==> config.mk <==
export PLATFORM = sky130hd
export DESIGN_NAME = slice_serial_subtractor
export DESIGN_NICKNAME = d
export VERILOG_FILES = /design/src/rtl/arith_pkg.sv /design/src/rtl/sub_slice_4.sv /design/src/rtl/slice_serial_subtractor.sv
export SDC_FILE = /design/constraint.sdc
export NUM_CORES = 1
export LEC_CHECK = 0
export CAP_MARGIN = 20
export CORE_MARGIN = 1
export CORE_UTILIZATION = 50
export DETAILED_ROUTE_END_ITERATION = 6
export PLACE_DENSITY = 0.84
export SLEW_MARGIN = 20
export SYNTH_ARGS = -nofsm -noshare
export SYNTH_HDL_FRONTEND = slang
export SYNTH_SLANG_ARGS = --single-unit
==> constraint.sdc <==
create_clock -name clk -period 4.3 [get_ports clk]
set_clock_uncertainty 0.05 [all_clocks]
set_input_delay 0.86 -clock clk [delete_from_list [all_inputs] [get_ports clk]]
set_output_delay 0.86 -clock clk [all_outputs]
set_load 0.02 [all_outputs]
==> src/rtl/arith_pkg.sv <==
// Shared arithmetic definitions for the sliced serial subtractor.
//   SLICE_W     - width of one datapath slice
//   state_t     - sequencing states of the serial subtractor FSM
//   slice_count - width of the slice index for a given operand width
package arith_pkg;

    localparam int SLICE_W = 4;

    typedef enum logic [1:0] {
        IDLE = 2'b00,
        RUN  = 2'b01,
        DONE = 2'b10
    } state_t;

    // The index is never narrower than one bit, even for a single slice.
    function automatic int slice_count(input int width);
        int slices;
        slices = width / SLICE_W;
        return (slices <= 1) ? 1 : $clog2(slices);
    endfunction

endpackage

==> src/rtl/sub_slice_4.sv <==
// Combinational 4-bit subtract with borrow: diff = a - b - b_in.
//   a, b  - 4-bit operands
//   b_in  - borrow into the slice
//   diff  - 4-bit difference
//   b_out - borrow out of the slice
module sub_slice_4 (
    input  logic [3:0] a,
    input  logic [3:0] b,
    input  logic       b_in,
    output logic [3:0] diff,
    output logic       b_out
);

    logic [4:0] sum;

    // Subtraction as a + ~b + ~borrow; the carry out is the inverted borrow.
    assign sum   = {1'b0, a} + {1'b0, ~b} + {4'b0000, ~b_in};
    assign diff  = sum[3:0];
    assign b_out = ~sum[4];

endmodule

==> src/rtl/slice_serial_subtractor.sv <==
// Multi-cycle subtractor: diff = (a - b - b_in) mod 2^bits, one 4-bit slice
// per clock with the borrow carried between slices in a register.
//
//   state | meaning
//   ------+-------------------------------------------------------------
//   IDLE  | waiting for start; operands and borrow-in latched on start
//   RUN   | one slice per cycle, index 0..n-1, borrow registered
//   DONE  | one-cycle done strobe, results valid, back to IDLE
//
// Ports:
//   clk, rst        - clock, synchronous active-high reset
//   start           - request, sampled only in IDLE
//   a, b, b_in      - minuend, subtrahend, borrow-in (captured on start)
//   busy            - operation in flight
//   done            - one-cycle result strobe
//   diff            - difference
//   b_out           - borrow out (a < b + b_in, unsigned)
//   ovf             - two's-complement overflow
//   zero            - diff == 0
module slice_serial_subtractor
    import arith_pkg::*;
#(
    parameter int n    = 4,
    parameter int bits = SLICE_W * n
) (
    input  logic            clk,
    input  logic            rst,
    input  logic            start,
    input  logic [bits-1:0] a,
    input  logic [bits-1:0] b,
    input  logic            b_in,
    output logic            busy,
    output logic            done,
    output logic [bits-1:0] diff,
    output logic            b_out,
    output logic            ovf,
    output logic            zero
);

    localparam int IDX_W = slice_count(bits);
    localparam logic [IDX_W-1:0] LAST_IDX = IDX_W'(n - 1);

    state_t          state_q;
    state_t          state_d;
    logic [bits-1:0] a_q;
    logic [bits-1:0] b_q;
    logic [bits-1:0] diff_q;
    logic [bits-1:0] diff_d;
    logic            borrow_q;
    logic [IDX_W-1:0] idx_q;
    logic            b_out_q;
    logic            ovf_q;
    logic            zero_q;

    logic [IDX_W+1:0] lsb_pos;
    logic [3:0]      a_s;
    logic [3:0]      b_s;
    logic [3:0]      s_diff;
    logic            s_bout;
    logic            last_slice;

    // Slice width is 4, so the slice LSB position is the index shifted by 2.
    assign lsb_pos    = {idx_q, 2'b00};
    assign a_s        = a_q[lsb_pos +: 4];
    assign b_s        = b_q[lsb_pos +: 4];
    assign last_slice = (idx_q == LAST_IDX);

    sub_slice_4 u_slice (
        .a     (a_s),
        .b     (b_s),
        .b_in  (borrow_q),
        .diff  (s_diff),
        .b_out (s_bout)
    );

    // Full result with the current slice merged in; on the last slice this
    // is the final difference, so the flags can be registered alongside it.
    always_comb begin
        diff_d = diff_q;
        diff_d[lsb_pos +: 4] = s_diff;
    end

    always_ff @(posedge clk) begin
        if (rst) begin
            state_q <= IDLE;
        end else begin
            state_q <= state_d;
        end
    end

    always_comb begin
        state_d = state_q;
        busy    = 1'b0;
        done    = 1'b0;
        case (state_q)
            IDLE: begin
                if (start) begin
                    state_d = RUN;
                end
            end
            RUN: begin
                busy = 1'b1;
                if (last_slice) begin
                    state_d = DONE;
                end
            end
            DONE: begin
                done    = 1'b1;
                state_d = IDLE;
            end
            default: begin
                state_d = IDLE;
            end
        endcase
    end

    always_ff @(posedge clk) begin
        if (rst) begin
            a_q      <= '0;
            b_q      <= '0;
            diff_q   <= '0;
            borrow_q <= 1'b0;
            idx_q    <= '0;
            b_out_q  <= 1'b0;
            ovf_q    <= 1'b0;
            zero_q   <= 1'b0;
        end else begin
            case (state_q)
                IDLE: begin
                    if (start) begin
                        a_q      <= a;
                        b_q      <= b;
                        borrow_q <= b_in;
                        idx_q    <= '0;
                    end
                end
                RUN: begin
                    diff_q   <= diff_d;
                    borrow_q <= s_bout;
                    idx_q    <= idx_q + IDX_W'(1);
                    if (last_slice) begin
                        b_out_q <= s_bout;
                        ovf_q   <= (a_q[bits-1] != b_q[bits-1]) &&
                                   (diff_d[bits-1] != a_q[bits-1]);
                        zero_q  <= (diff_d == '0);
                    end
                end
                default: begin
                end
            endcase
        end
    end

    assign diff  = diff_q;
    assign b_out = b_out_q;
    assign ovf   = ovf_q;
    assign zero  = zero_q;

endmodule

==> metrics.md <==
| Metric | Value |
|---|---|
| Status | `complete, no violations` |
| Synth Instances | `about 310` |
| Final WL | `~5600 um` |
| Critical path launch point | `idx_q[0]` |
| Reg2Reg Depth | `10` |
| Endpoints failing hold | `0` |
| Num Clock Sinks | `56` |
| # hold bufs at CTS | `0` |
| Post-synth net total | `360` |
| Pwr Density | `between 300 and 400 nW/um^2` |
| Top cell type's share of synthesized area | `0.4222` |
| Initial cell density of the core | `0.5198` |
| Largest stage delay on the critical path | `a little under 0.9 ns` |
| Critical path's slowest cell | `dfxtp_1` |
| Ranking of synthesized cells by area | `dfxtp_1, nand2_1, a21oi_1, mux4_2, ha_1` |
| Drt wl/cell | `around 13 um` |
| Max Fanout on Critical Path | `19` |
| Relative slew margins | `0.3359` |
| Synthesis-to-layout area growth | `25.64%` |
| DR pass1 iterations | `4` |
| Max IR drop VDD | `0.1707 mV` |
| Post-DP HPWL | `approximately 4000 um` |
| Pwr Total | `around 1100 uW` |
| Final Max Tran Viols | `0` |
| Flops & latches, synth | `56` |
| Clock Path Buffers | `2` |
| CP Launch Type | `register` |
| Post-synth EDFFs | `0` |
| Worst-Margin Slew | `0.9961 ns` |
| Pin count of the biggest net entering global routing | `between 50 and 60` |
| Total grt overflow | `0` |
| Setup violators final | `0` |
| Max cap viols | `0` |
| Required time of the critical path | `around 4.5 ns` |
| H-tree depth | `2` |
| Worst R2R End | `zero` |
| P_leak | `between 0.001 and 0.0015 uW` |
| Vias in the first global route | `about 2200` |
| Vias post-DR | `2307` |
| Via density | `5.365` |
| Nets | `406` |
| Crit Path Category | `reg -> reg` |
| Yosys warning count | `0` |
| Die area | `5606 um^2` |
| CP Cell Sequence | `mux4_1, inv_1, fa_1, inv_1, fa_1, xor2_1, nor2_1, a211oi_1, o21ai_0, a32o_1` |
| Clk_lat worst skew | `around 0.31 ns` |
| Top Ports | `57` |
| Tcrit/Tclk final | `0.7984` |
| Die Wd | `between 70 and 80 um` |
| Postcts setup bufs | `0` |
| Mean post-synth cell area | `around 8.5 um^2` |
| Register area share after synthesis | `0.4222` |
| DRC viols | `0` |
| First-pass GRT wire length | `between 9000 and 10000 um` |
| Max Fclk | `291.3 MHz` |
| Clock Tree Root | `clkbuf_8` |
| Post-synth ARST share | `0` |
| Global placement routability congestion | `between 0.8 and 0.9` |
| Fill cells | `approximately 440` |
| Row cnt | `26` |
| CP Capture Type | `register` |
| Iteration-0 DRC Markers | `approximately 160` |
| CTS tree | `yes` |
| RSZ-0062 raised after global routing | `false` |
| Die Ht | `between 70 and 80 um` |
| Syn Std Cell Area | `about 2700 um^2` |
| Tmin final | `between 3 and 4 ns` |
| Final ANT Viol Nets | `0` |
| Launch point of the worst reg-to-reg path | `idx_q[0]` |
| Share of layout cells above drive strength 1 | `0.06111` |
| Top FF cell, synth | `dfxtp_1` |
| Gr usage total | `0.2222` |
| Initial antenna violation count | `0` |
| CP endpoint | `zero` |
| Clock transition at path regs | `roughly 0.10 ns` |
| Yosys top cell by area | `dfxtp_1` |
| Worst hold path type | `reg -> reg` |
| CTS buffer count | `5` |
| Final TNS setup | `0 ns` |
| Post-CTS Resized | `0` |
| Core area | `roughly 5100 um^2` |
| Worst R2R Setup Slack | `between 0.8 and 0.9 ns` |
| Yosys cell types | `41` |
| CP arrival | `3.59 ns` |
| Ant. Diodes | `0` |
| PortBufs | `56` |
## metrics by stage
step	hold WS, ns	cells	util	setup slack, ns	instance area [um^2]
final	0.4095	430	0.6531	0.8670	3336
after global routing	0.4375	430	0.6531	0.6100	3336
after CTS	0.4111	430	0.6516	0.8489	3328
after detailed placement	0.3966	422	0.6338	0.8720	3237
after global placement	0.3902	422	0.6338	1.025	3237
after floorplan	0.3815	313	-	1.150	2655
## sequential cells by signal, indices dropped and copies added, names as in the netlist
register,count
ovf,1
idx_q,2
a_q,16
zero,1
b_q,16
borrow_q,1
diff,16
b_out,1
state_q,2
## worst min-delay path by stage
stage | cells past startpoint | end | slack, ns | start
floorplan | 2 | a_q[4] | 0.38 | a_q[4]
finish | 2 | b_q[11] | 0.41 | b_q[11]
global placement | 2 | a_q[3] | 0.39 | a_q[3]
CTS | 2 | b_q[1] | 0.41 | b_q[1]
detailed placement | 2 | b_q[1] | 0.40 | b_q[1]
global route | 2 | b_q[3] | 0.44 | b_q[3]
## layout make-up
class | count | area [um^2] | area share
clock inverter | 3 | 22.52 | 0.006752
sequential | 56 | 1121 | 0.3361
inverter | 12 | 45.04 | 0.01350
tap | 70 | 87.58 | 0.02626
multi-input combinational | 227 | 1428 | 0.4280
clock buffer | 5 | 68.82 | 0.02063
timing repair buffer | 57 | 563.0 | 0.1688
## critical path: cells and delay by family (launching register included)
kind	cells	cell delay (ns)
compound gates	3	0.56
xor+xnor	1	0.33
fa+ha+maj	2	0.59
buf+inv	2	0.14
flops	1	0.89
mux	1	0.65
simple gates	1	0.12
## synthesized netlist by cell type, types with 4 or more instances
master     n
a22oi_1    8
nor2b_1    6
nor2_1    21
dfxtp_1   56
ha_1       9
mux4_2     6
nand2b_1   4
clkbuf_1  17
a211oi_1   4
a21oi_1   45
inv_1     12
nand2_1   78
## cells by family after synthesis
kind of cell	count (synthesis)	synth area share
and+or+nand+nor	132	0.2220
buffers and inverters	30	0.04383
xor gates and xnor gates	2	0.006599
muxes	10	0.07823
DFF	56	0.4222
AOI/OAI and AO/OA	72	0.1697
adders and majority gates	11	0.05749
## metal layers
layer / wire length, um / vias up / track usage
li1: - / 1169 / -
met1: 2491 / 1074 / 0.2715
met2: 2770 / 53 / 0.3804
met3: 171 / 11 / 0.04552
met4: 155 / 0 / 0.09644
met5: 0 / - / 0
## where the power goes
part           total, uW  switching, uW  internal, uW
clock                287            170           117
sequential           567           22.8           544
combinational        222            120           102
## layout by cell type, fill, tap and decap left out, types with 4 or more instances in the layout
master,synthesis,layout
nor2_1,21,20
clkdlybuf4s50_1,0,55
inv_1,12,12
a211oi_1,4,4
clkbuf_8,0,5
mux4_2,6,6
ha_1,9,9
a21oi_1,45,45
nor2b_1,6,6
dfxtp_1,56,56
a22oi_1,8,8
nand2_1,78,78
Power figures use the tool's default switching activity.
==> RTL edit 1: new RTL, config.mk and constraints unchanged <==
Register the output `ovf` once more, cleared by the reset; this adds one clock of latency there. The other outputs are not delayed to match.
--- a/src/rtl/slice_serial_subtractor.sv
+++ b/src/rtl/slice_serial_subtractor.sv
@@ -154,5 +154,11 @@
     assign diff  = diff_q;
     assign b_out = b_out_q;
-    assign ovf   = ovf_q;
+    always_ff @(posedge clk) begin
+        if (rst) begin
+            ovf <= '0;
+        end else begin
+            ovf <= ovf_q;
+        end
+    end
     assign zero  = zero_q;
 
Formal check against the unedited RTL: not equivalent (a bounded check fails within 10 cycles, from zero or initial values and one cycle with rst high).
==> RTL edit 1 against the unedited design <==
- sequential cell count rose by 1
- cell area rose by 3.3%
- highest routed layer unchanged
- global-route usage rose by 2.5 points
- synthesized area rose by 1.1%
- power rose by 16%
- first-iteration DRC count rose by 2.5%
- critical path type unchanged
- wire length rose by 12%
- worst setup slack improved by 0.24 ns
- non-clock buffer count rose by 1
- largest power group unchanged
==> RTL edit 1: results (changes against the unedited design) <==
Placement
  – Pre-CTS WS: 1.17 ns (was 0.872 ns)
  – GP Congestion: 0.860 (was 0.841)
  – Area after DPL: 3260 um2 (was 3240 um2)
  – Post-DP HPWL: 4.38 mm (was 4.10 mm)

Run status
  – Status: finished clean (unchanged)

Synthesis
  – Most frequent cells after synthesis: 80 x nand2_1, 57 x dfxtp_1, 48 x a21oi_1 (was 78 x nand2_1, 56 x dfxtp_1, 45 x a21oi_1)
  – Yosys warnings: 0 (unchanged)
  – Number of distinct library cells after synthesis: 43 (was 41)
  – Ranking of synthesized cells by area: dfxtp_1 42%, nand2_1 11%, a21oi_1 8.9% (was dfxtp_1 42%, nand2_1 11%, a21oi_1 8.5%)
  – Syn nets: 367 (was 360)
  – Seq/Total Area, Yosys: 42.5% (was 42.2%)

Drt
  – Final WL: 6.25 mm (was 5.59 mm)
  – DR pass1 iterations: 5 (was 4)
  – Vias: 2,394 (was 2,307)
  – Initial drt markers: 161 (was 157)

Global route
  – Vias in the first global route: 2,291 (was 2,151)
  – GRT Util Overall: 24.7% (was 22.2%)
  – First-pass GRT wire length: 10.4 mm (was 9.44 mm)

Worst setup path
  – Critical Path Fanout Max: 8 (was 19)
  – Max incr delay on CP: 0.60 ns (was 0.89 ns)
  – Critical path arrival: 3.38 ns (was 3.59 ns)

CTS
  – Total CTS buffers: 9 (was 5)
  – Clk_lat worst skew: 0.33 ns (was 0.31 ns)
  – H-Tree Depth: 3 (was 2)

Power
  – Leak pwr: 0.00124 uW (was 0.00120 uW)
  – Max VDD drop: 0.000209 V (was 0.000171 V)

Cells and area
  – Share of cells above drive strength 1: 8.29% (was 6.11%)
  – Final net count: 416 (was 406)

Timing
  – Relative slew slack: 35.5% (was 33.6%)
[RTL edit 1: cell count changes after synthesis, sizes merged, moves of 3 or more]
| cell | delta |
|---|---|
| buf | +3 |
| and2 | -3 |
| a21oi | +3 |
| nor3b | +3 |
[RTL edit 1: power by group]
| part | leakage, uW | switching [uW] | total (uW) | internal, uW |
|---|---|---|---|---|
| clock network | 0.0000867 | 200 | 440 | 240 |
| registers | 0.000465 | 20.3 | 574 | 554 |
| logic | 0.000688 | 129 | 235 | 106 |
| total | 0.00124 | 349 | 1250 | 900 |
[RTL edit 1: stage by stage]
| step | cells | util [%] | total power [uW] |
|---|---|---|---|
| finish | 444 | 67.0 | 1250 |
| global route | 444 | 67.0 | 1300 |
| CTS | 444 | 66.9 | 1250 |
| detailed placement | 428 | 63.5 | 814 |
| global placement | 428 | 63.5 | 808 |
| floorplan | 320 | - | 733 |
[RTL edit 1: path summary, 6_finish.rpt]
check                           slack (ns)      from  cells after the start      end
worst min-delay path                  0.41   a_q[11]                      2  a_q[11]
worst max register to register        1.11  idx_q[0]                      8     zero
worst max-delay path                  1.11  idx_q[0]                      8     zero
worst min register to register        0.41   a_q[11]                      2  a_q[11]
[RTL edit 1: logic make-up (layout without fill, tap and decap cells)]
kind of cell,Yosys count,after routing,synth area share (%)
compound gates,74,74,16.4
buf+inv,31,85,4.66
flops,57,57,42.5
xor+xnor,1,1,0.326
mux,10,10,7.50
simple gates,136,136,22.9
fa+ha+maj,11,11,5.69
[RTL edit 1: area by class of cell]
cell class / instances / area (um2) / share of cell area (%)
clock buffers: 14 / 163 / 4.72
clock inverters: 2 / 12.5 / 0.363
inverters: 11 / 41.3 / 1.20
multi-input cells: 232 / 1430 / 41.5
flip-flops and latches: 57 / 1140 / 33.1
well taps: 70 / 87.6 / 2.54
repair buffers: 58 / 571 / 16.6
[RTL edit 1: per-layer routing]
metal	track usage [%]	wire length (um)
met1	31.4	2640
met2	39.6	3170
met3	5.22	256
met4	13.2	177
met5	0	0
[RTL edit 1: critical path: cells and delay by family, from the launching register on]
kind / cells / cell delay (ns)
flip-flops: 1 / 0.60
AO/OA/AOI/OAI: 3 / 0.63
buffers and inverters: 1 / 0.08
multiplexers: 1 / 0.58
adder cells (fa/ha/maj): 2 / 0.94
AND/OR/NAND/NOR: 1 / 0.21
==> RTL edit 2: new RTL, config.mk and constraints unchanged <==
Made on the original files. Set the parameter `n` to 5 (it was 4).
--- a/src/rtl/slice_serial_subtractor.sv
+++ b/src/rtl/slice_serial_subtractor.sv
@@ -21,5 +21,5 @@
     import arith_pkg::*;
 #(
-    parameter int n    = 4,
+    parameter int n    = 5,
     parameter int bits = SLICE_W * n
 ) (
Ports: changed (resized a, b and diff); port bits go from 57 to 69. The function was not compared with the original's and may differ.
==> RTL edit 2 against the unedited design <==
- cell area increased by 26%
- largest cell class unchanged
- die area grew 24%
- critical endpoint unchanged
- worst setup slack got worse by 0.35 ns
- power is 46% higher
- clock power increased by 100%
- wire length is 44% higher
- count of clock-buffer cells in the layout increased by 5
- synthesized area rose by 25%
- worst hold slack worse by 0.0041 ns
- via count is 32% higher
- sequential cell count up 13
- non-clock buffer count increased by 15
==> RTL edit 2: results (changes against the unedited design) <==
Global route
  – Met1 Usage GRT: 30.9% (was 27.1%)
  – Largest net degree at the start of global routing: 70 (was 58)
  – First-pass GRT wire length: 13.8 mm (was 9.44 mm)
  – Met2 global-route usage: 41.4% (was 38.0%)
  – Vias in the first global route: 2,987 (was 2,151)
  – M3 GR Usage: 4.45% (was 4.55%)

Synthesis
  – Syn nets: 469 (was 360)
  – Complex-gate fraction of the synthesized area: 16.4% (was 17.0%)
  – Most frequent cells after synthesis: 105 x nand2_1, 69 x dfxtp_1, 65 x a21oi_1 (was 78 x nand2_1, 56 x dfxtp_1, 45 x a21oi_1)
  – Post-Synth Adder-Cell Area: 4.97% (was 5.75%)
  – Post-synthesis mux area share: 6.36% (was 7.82%)
  – Number of distinct library cells after synthesis: 45 (was 41)
  – Share of the synthesized area in the top cell type: 41.6% (was 42.2%)
  – Ranking of synthesized cells by area: dfxtp_1 42%, nand2_1 12%, a21oi_1 9.8% (was dfxtp_1 42%, nand2_1 11%, a21oi_1 8.5%)
  – Seq/Total Area, Yosys: 41.6% (was 42.2%)
  – Yosys warnings: 0 (unchanged)

Drt
  – DR vias/cell: 5.56 (was 5.37)
  – Routed wl met2: 4.01 mm (was 2.77 mm)
  – Drt wl/cell: 14.7 um (was 13.0 um)
  – DR WL met3: 335 um (was 171 um)
  – Initial drt markers: 154 (was 157)
  – M1 wire length: 3.54 mm (was 2.49 mm)
  – DR pass1 iterations: 5 (was 4)

Run status
  – Status: finished clean (unchanged)

Cells and area
  – Fill count: 571 (was 443)
  – Share of cells above drive strength 1: 6.16% (was 6.11%)
  – Final net count: 522 (was 406)

Hold path
  – Hold path endpoint: b_q[14] (was b_q[11])
  – Hold WC Path Type: reg -> reg (unchanged)
  – Hold_sp: b_q[14] (was b_q[11])

Worst setup path
  – Reg2reg start: idx_q[2] (was idx_q[0])
  – Max incr delay on CP: 0.75 ns (was 0.89 ns)
  – CP max stage cell: nor3_1 (was dfxtp_1)
  – Worst reg2reg path depth: 11 (was 10)
  – R2R setup slack: 0.51 ns (was 0.87 ns)
  – Critical Path Fanout Max: 11 (was 19)
  – Critical path arrival: 4.00 ns (was 3.59 ns)

CTS
  – Maximum clock insertion buffer count: 2 (unchanged)
  – Clk_lat worst skew: 0.35 ns (was 0.31 ns)
  – Total CTS buffers: 9 (was 5)
  – Clk slew on worst S/H paths: 0.07 ns (was 0.10 ns)
  – H-Tree Depth: 3 (was 2)

Power
  – Max VDD drop: 0.000228 V (was 0.000171 V)
  – Leak pwr: 0.00157 uW (was 0.00120 uW)
  – Internal power: 1130 uW (was 763 uW)

Placement
  – GP Congestion: 0.903 (was 0.841)
  – Post-DP HPWL: 5.82 mm (was 4.10 mm)
  – Pre-CTS WS: 0.628 ns (was 0.872 ns)
  – Port buffer count: 68 (was 56)

Timing
  – Relative slew slack: 43.4% (was 33.6%)
-- RTL edit 2: metrics by stage --
stage	total power (uW)	util [%]	std cells	instance area (um2)	hold slack, ns
after global routing	1650	66.0	548	4220	0.428
after CTS	1580	66.0	548	4220	0.408
after global placement	998	62.6	532	4000	0.391
final	1570	66.0	548	4220	0.405
after detailed placement	1010	62.6	532	4000	0.397
after floorplan	904	-	413	3320	0.382
-- RTL edit 2: area by class of cell --
| class | instances | area [um2] | share of cell area (%) |
|---|---|---|---|
| flip-flops and latches | 69 | 1380 | 32.8 |
| multi-input cells | 309 | 1800 | 42.7 |
| well taps | 77 | 96.3 | 2.29 |
| clock inverters | 6 | 87.6 | 2.08 |
| repair buffers | 72 | 706 | 16.7 |
| inverters | 5 | 18.8 | 0.445 |
| clock buffers | 10 | 128 | 3.03 |
-- RTL edit 2: worst max-delay path: cells and delay by family (launching register included) --
| family | cells | cell delay, ns |
|---|---|---|
| fa+ha+maj | 2 | 1.03 |
| simple gates | 2 | 0.98 |
| compound gates | 5 | 0.85 |
| flops | 1 | 0.45 |
| buf+inv | 2 | 0.34 |
-- RTL edit 2: power groups by stage --
stage | clock network (uW) | registers, uW | logic, uW
after floorplan | 0 | 703 | 201
after global placement | 0 | 706 | 292
after detailed placement | 0 | 708 | 299
after CTS | 583 | 693 | 300
after global routing | 617 | 698 | 332
final | 577 | 693 | 302
-- RTL edit 2: worst max-delay path by stage --
stage,start,endpoint,slack (ns),cells after the start
detailed placement,idx_q[2],zero,0.63,11
floorplan,idx_q[0],zero,1.03,13
global route,idx_q[2],zero,0.19,11
CTS,idx_q[2],zero,0.57,11
global placement,idx_q[2],zero,0.88,11
finish,idx_q[2],zero,0.51,11
